<file path="src/rtl/counter_pkg.sv">
// Shared types and constants for the parameterised up/down counter.
package counter_pkg;

    typedef enum logic {
        CNT_WRAP = 1'b0,
        CNT_SAT  = 1'b1
    } cnt_mode_e;

    localparam logic DIR_UP   = 1'b0;
    localparam logic DIR_DOWN = 1'b1;

endpackage

</file>
<file path="src/rtl/tick_prescaler.sv">
// Emits tick on every PRESCALE-th enabled cycle; collapses to tick = en when PRESCALE is 1.
module tick_prescaler #(
    parameter int unsigned PRESCALE = 1
) (
    input  logic clk,
    input  logic reset_n,
    input  logic en,
    input  logic clr,
    output logic tick
);

    generate
        if (PRESCALE == 1) begin : g_bypass
            logic unused_ports;
            assign unused_ports = ^{clk, reset_n, clr};
            assign tick         = en;
        end else begin : g_div
            localparam int unsigned CW = $clog2(PRESCALE);
            localparam logic [CW-1:0] LAST = CW'(PRESCALE - 1);

            logic [CW-1:0] cnt;

            assign tick = en && (cnt == LAST);

            // NOTE: sequential state uses <= so every flop samples pre-edge values.
            always_ff @(posedge clk or negedge reset_n) begin
                if (!reset_n) begin
                    cnt <= '0;
                end else if (clr) begin
                    cnt <= '0;
                end else if (en) begin
                    cnt <= tick ? '0 : cnt + 1'b1;
                end
            end
        end
    endgenerate

endmodule

</file>
<file path="src/rtl/up_down_counter_param.sv">
// Parameterised up/down counter with load, wrap or saturate boundaries, and sticky flags.
module up_down_counter_param
    import counter_pkg::*;
#(
    parameter int unsigned      WIDTH    = 4,
    parameter logic [WIDTH-1:0] MAX_VAL  = {WIDTH{1'b1}},
    parameter cnt_mode_e        MODE     = CNT_WRAP,
    parameter int unsigned      PRESCALE = 1
) (
    input  logic             clk,
    input  logic             reset_n,
    input  logic             en,
    input  logic             up_down,
    input  logic             load,
    input  logic [WIDTH-1:0] load_val,
    input  logic             clr_flags,
    output logic [WIDTH-1:0] count,
    output logic             wrap_pulse,
    output logic             at_max,
    output logic             at_min,
    output logic             ovf_sticky,
    output logic             unf_sticky
);

    logic             tick;
    logic [WIDTH-1:0] count_nxt;
    logic             wrap_nxt;
    logic             ovf_set;
    logic             unf_set;

    // Load restarts the step interval so the next step needs a full PRESCALE.
    tick_prescaler #(.PRESCALE(PRESCALE)) u_prescaler (
        .clk     (clk),
        .reset_n (reset_n),
        .en      (en),
        .clr     (load),
        .tick    (tick)
    );

    assign at_max = (count == MAX_VAL);
    assign at_min = (count == '0);

    // NOTE: every output gets a default first, so no path can infer a latch.
    always_comb begin
        count_nxt = count;
        wrap_nxt  = 1'b0;
        ovf_set   = 1'b0;
        unf_set   = 1'b0;
        if (load) begin
            count_nxt = (load_val > MAX_VAL) ? MAX_VAL : load_val;
        end else if (tick) begin
            if (up_down == DIR_UP) begin
                if (at_max) begin
                    ovf_set = 1'b1;
                    if (MODE == CNT_WRAP) begin
                        count_nxt = '0;
                        wrap_nxt  = 1'b1;
                    end
                end else begin
                    count_nxt = count + 1'b1;
                end
            end else begin
                if (at_min) begin
                    unf_set = 1'b1;
                    if (MODE == CNT_WRAP) begin
                        count_nxt = MAX_VAL;
                        wrap_nxt  = 1'b1;
                    end
                end else begin
                    count_nxt = count - 1'b1;
                end
            end
        end
    end

    always_ff @(posedge clk or negedge reset_n) begin
        if (!reset_n) begin
            count      <= '0;
            wrap_pulse <= 1'b0;
            ovf_sticky <= 1'b0;
            unf_sticky <= 1'b0;
        end else begin
            count      <= count_nxt;
            wrap_pulse <= wrap_nxt;
            // A set in the same cycle as clr_flags wins.
            ovf_sticky <= ovf_set | (ovf_sticky & ~clr_flags);
            unf_sticky <= unf_set | (unf_sticky & ~clr_flags);
        end
    end

endmodule

</file>
<file path="config.mk">
export PLATFORM = sky130hd
export DESIGN_NAME = up_down_counter_param
export DESIGN_NICKNAME = d
export VERILOG_FILES = /design/src/rtl/counter_pkg.sv /design/src/rtl/tick_prescaler.sv /design/src/rtl/up_down_counter_param.sv
export SDC_FILE = /design/constraint.sdc
export NUM_CORES = 1
export LEC_CHECK = 0
export CAP_MARGIN = 20
export CORE_UTILIZATION = 36
export DETAILED_ROUTE_END_ITERATION = 12
export GPL_ROUTABILITY_DRIVEN = 0
export PLACE_DENSITY = 0.76
export SLEW_MARGIN = 15
export SYNTH_ARGS = -nofsm -noshare
export SYNTH_HDL_FRONTEND = slang
export SYNTH_HIERARCHICAL = 1
export SYNTH_SLANG_ARGS = --single-unit
</file>
<file path="constraint.sdc">
create_clock -name clk -period 1.55 [get_ports clk]
set_clock_uncertainty 0.05 [all_clocks]
set_input_delay 0.3875 -clock clk [delete_from_list [all_inputs] [get_ports clk]]
set_output_delay 0.3875 -clock clk [all_outputs]
set_load 0.02 [all_outputs]
</file>
==> PnR_summary.wiki, run 1 <==
{| class="wikitable"
! Metric !! Value
|-
| CTS tree || done
|-
| Adder and majority gate portion of the synthesized area || 5.36%
|-
| Total die area || between 1000 and 1500 µm²
|-
| Number of nets at the end of the flow || 101
|-
| Mux share of post-synthesis cell area || 5.63%
|-
| Die Span Y || about 38 µm
|-
| Routed WL per cell || 14.7 µm
|-
| Type of element launching the critical path || flip-flop
|-
| Ratio of cells with drive above 1 in the final layout || roughly 52%
|-
| Number of iterations in the first detailed-routing pass || 4
|-
| Count of flip-flops with a built-in enable after synthesis || 0
|-
| Count of endpoints failing hold in the final timing report || 0
|-
| Via count of the first global-routing pass || 493
|-
| Final TNS setup || -503 ps
|-
| Number of flip-flops and latches in the synthesized netlist || 7
|-
| Overflow left after global routing || 0
|-
| Maximum level of the CTS H-tree || 1
|-
| Final design utilization || approximately 74%
|-
| Library cell with the largest summed area after synthesis || dfrtp_1
|-
| CTS clock-pin slew for the worst setup and hold paths || 70 ps
|-
| Total half-perimeter wirelength after legalization and detailed placement || 948 µm
|-
| Final period util || 111%
|-
| Status || finished, violations left
|-
| Simple-Gate Fraction of Synth Area || ~16%
|-
| Worst hold-check path type || in2async
|-
| Number of unique standard cell types used by synthesis || 22
|-
| Maximum number of pins on one net before global-route repair || 8
|-
| Worst-case setup margin in the final layout || -174 ps
|-
| Wire length of the first global-routing pass || 2.15 mm
|-
| Mapped cell area || around 470 µm²
|-
| Area share of the largest cell type after synthesis || 37.5%
|-
| Gr usage total || 22.3%
|-
| Clock Latency Late Sink || 270 ps
|-
| Maximum count of clock buffers along a single path || 2
|-
| Final critical-path required period || 1720 ps
|-
| Io pins || 19
|-
| Fillcell total || 72
|-
| P&R area growth vs syn || 83.6%
|-
| Worst Tran Pin Value || 358 ps
|-
| Final Slew Violations || 0
|-
| Compound-Gate Fraction of Synth Area || 18.2%
|-
| Critical Path Start || count[0]$_DFFE_PN0P_
|-
| Count of antenna-violating nets left after detailed routing || 0
|-
| Reg-to-reg startpoint || count[0]$_DFFE_PN0P_
|-
| Routed metal-1 wirelength || 626 µm
|-
| Starting density of the core || 40.4%
|-
| Clock buffer count from CTS || 3
|-
| Violation count after the first detailed-routing iteration || 5
|-
| Number of vias after detailed routing || between 500 and 600
|-
| Remaining max-slew budget at the tightest pin || 76.0%
|-
| Via count normalized by instance count || 4.97
|-
| Drt total wl || 1.50 mm
|-
| Start-to-end type of the worst setup path || reg2reg
|-
| Violations in the final reports || negative setup slack
|-
| Top achievable clock speed || 580 MHz
|-
| Floorplan die width || approximately 38 µm
|-
| Setup slack on the worst flop-to-flop path || -170 ps
|-
| Number of warnings reported in the yosys synthesis log || 6
|-
| Initial antenna violation count || 0
|-
| Antenna Diode Count || 0
|-
| Worst path required time || 1640 ps
|-
| Area contributors post-synth || dfrtp_1 38%, xnor2_1 5.6%, ha_1 5.4%
|-
| Number of buffers added to fix hold violations after cts || 0
|-
| Static Leak || 0.403 nW
|-
| Most repeated cell in the gate-level netlist after synthesis || dfrtp_1
|-
| Number of rows created at floorplan || 12
|-
| Highest routed layer || met4
|-
| Count of max-cap constraint violations || 0
|-
| Worst setup EP type || flip-flop
|-
| Dominant combinational cell family by area after synthesis || compound AO/OA/AOI/OAI gates
|-
| P per Cell Area || around 870 nW/µm²
|-
| I/O Buffers || 18
|-
| Unrepaired setup endpoints after global routing || true
|-
| Proportion of register bits with asynchronous set or reset after synthesis || 100%
|-
| Post-synth top cells || 7 x dfrtp_1, 5 x inv_1, 4 x nand2_1, 4 x o21ai_0
|-
| Primary flip-flop cell chosen by synthesis mapping || dfrtp_1
|-
| Biggest fanout along the worst timing path || 3
|-
| Syn_nets || 62
|-
| Final setup violating endpoints || 4
|-
| Cell at the root of the clock tree || clkbuf_4
|-
| Sequential cell area fraction in the yosys report || a little under two fifths
|-
| Worst Path Arrival || 1820 ps
|-
| Clock net sink count || 7
|-
| Wire length on met2 || 780 µm
|-
| Number of standard cells after synthesis || 50
|-
| Remaining design rule violation count || 0
|-
| Worst IR Drop VDD || roughly 660 µV
|-
| Core Area || roughly 1200 µm²
|-
| Parity-gate share of the synthesized area counting xor and xnor cells || under 10%
|-
| Routed met3 length || roughly 52 µm
|-
| Post-synthesis area per instance || 9.33 µm²
|}
## state kept, by name (all words and copies together), names as in the netlist
name and flops:
ovf_sticky 1, unf_sticky 1, wrap_pulse 1, count 4
## kinds of logic (layout without fill, tap and decap cells)
| group | count (synthesis) | count (layout) |
|---|---|---|
| DFF | 7 | 7 |
| xor gates and xnor gates | 3 | 3 |
| adders and majority gates | 2 | 2 |
| buffers and inverters | 9 | 47 |
| and+or+nand+nor | 14 | 14 |
| AOI/OAI and AO/OA | 13 | 13 |
| muxes | 2 | 2 |
## repair_timing
item                                    CTS  global route
resized for setup                        33            11
pin swaps                                 2             3
endpoints found under the setup margin   10             8
buffers inserted                          4             5
## metal layers
metal	GRT usage, %	vias up
met3	5.23	4
met5	0	-
met1	24.0	236
met2	41.8	20
met4	8.04	0
li1	-	247
## final timing paths
path,end,cells past startpoint
setup / recovery,count[2]$_DFFE_PN0P_,7
hold / removal,wrap_pulse$_DFF_PN0_,1
setup reg to reg,count[2]$_DFFE_PN0P_,7
hold reg to reg,ovf_sticky$_DFF_PN0_,2
max in group asynchronous,count[1]$_DFFE_PN0P_,1
min in group clk,ovf_sticky$_DFF_PN0_,2
## power by group
group          leakage [nW]  switching, mW  internal, mW
Sequential           0.0851         0.0218         0.202
Clock                0.0177         0.0887        0.0952
Combinational         0.300          0.147         0.192
## worst max-delay path, stage by stage, from the launching register on
cell and delay, ps:
dfrtp_2 420, buf_4 160, ha_4 160, buf_4 130, mux2_4 270, nand2_2 70
xnor2_1 70, mux2_4 270
## layout make-up
cell class	instances	area (µm²)	area share, %
Tap cell	14	17.5	2.04
Multi-Input combinational cell	34	285	33.3
Timing Repair Buffer	38	328	38.2
Sequential cell	7	180	21.0
Clock inverter	1	5.00	0.584
Inverter	5	18.8	2.19
Clock buffer	3	22.5	2.63
## through the flow
step	setup slack, ps	power, mW	std cells	cell area, µm²	hold slack [ps]
after floorplan	-6.42	0.360	50	474	41.9
after global placement	-312	0.482	91	732	460
after detailed placement	-380	0.490	91	732	479
after CTS	-131	0.693	98	797	350
after global routing	-205	0.778	102	857	353
final	-174	0.747	102	857	337
## cell usage in the layout (no fill, tap or decap), drive strengths merged, types with 3 or more instances in the layout
cell type,Yosys,final
a21oi,3,3
buf,4,24
clkbuf,0,3
clkdlybuf4s50,0,9
dfrtp,7,7
dlygate4sd2,0,3
inv,5,5
nand2,5,5
nor2,3,3
o21ai,4,4
xnor2,3,3
(Power assumes the default switching activity.)
==> inputs of run 2 (changes only) <==
- ABC_CLOCK_PERIOD_IN_PS: default -> 1550
- CAP_MARGIN: 20 -> 15
==> results of run 2 <==
No change in the layout: final DEF, timing and power equal those of run 1.
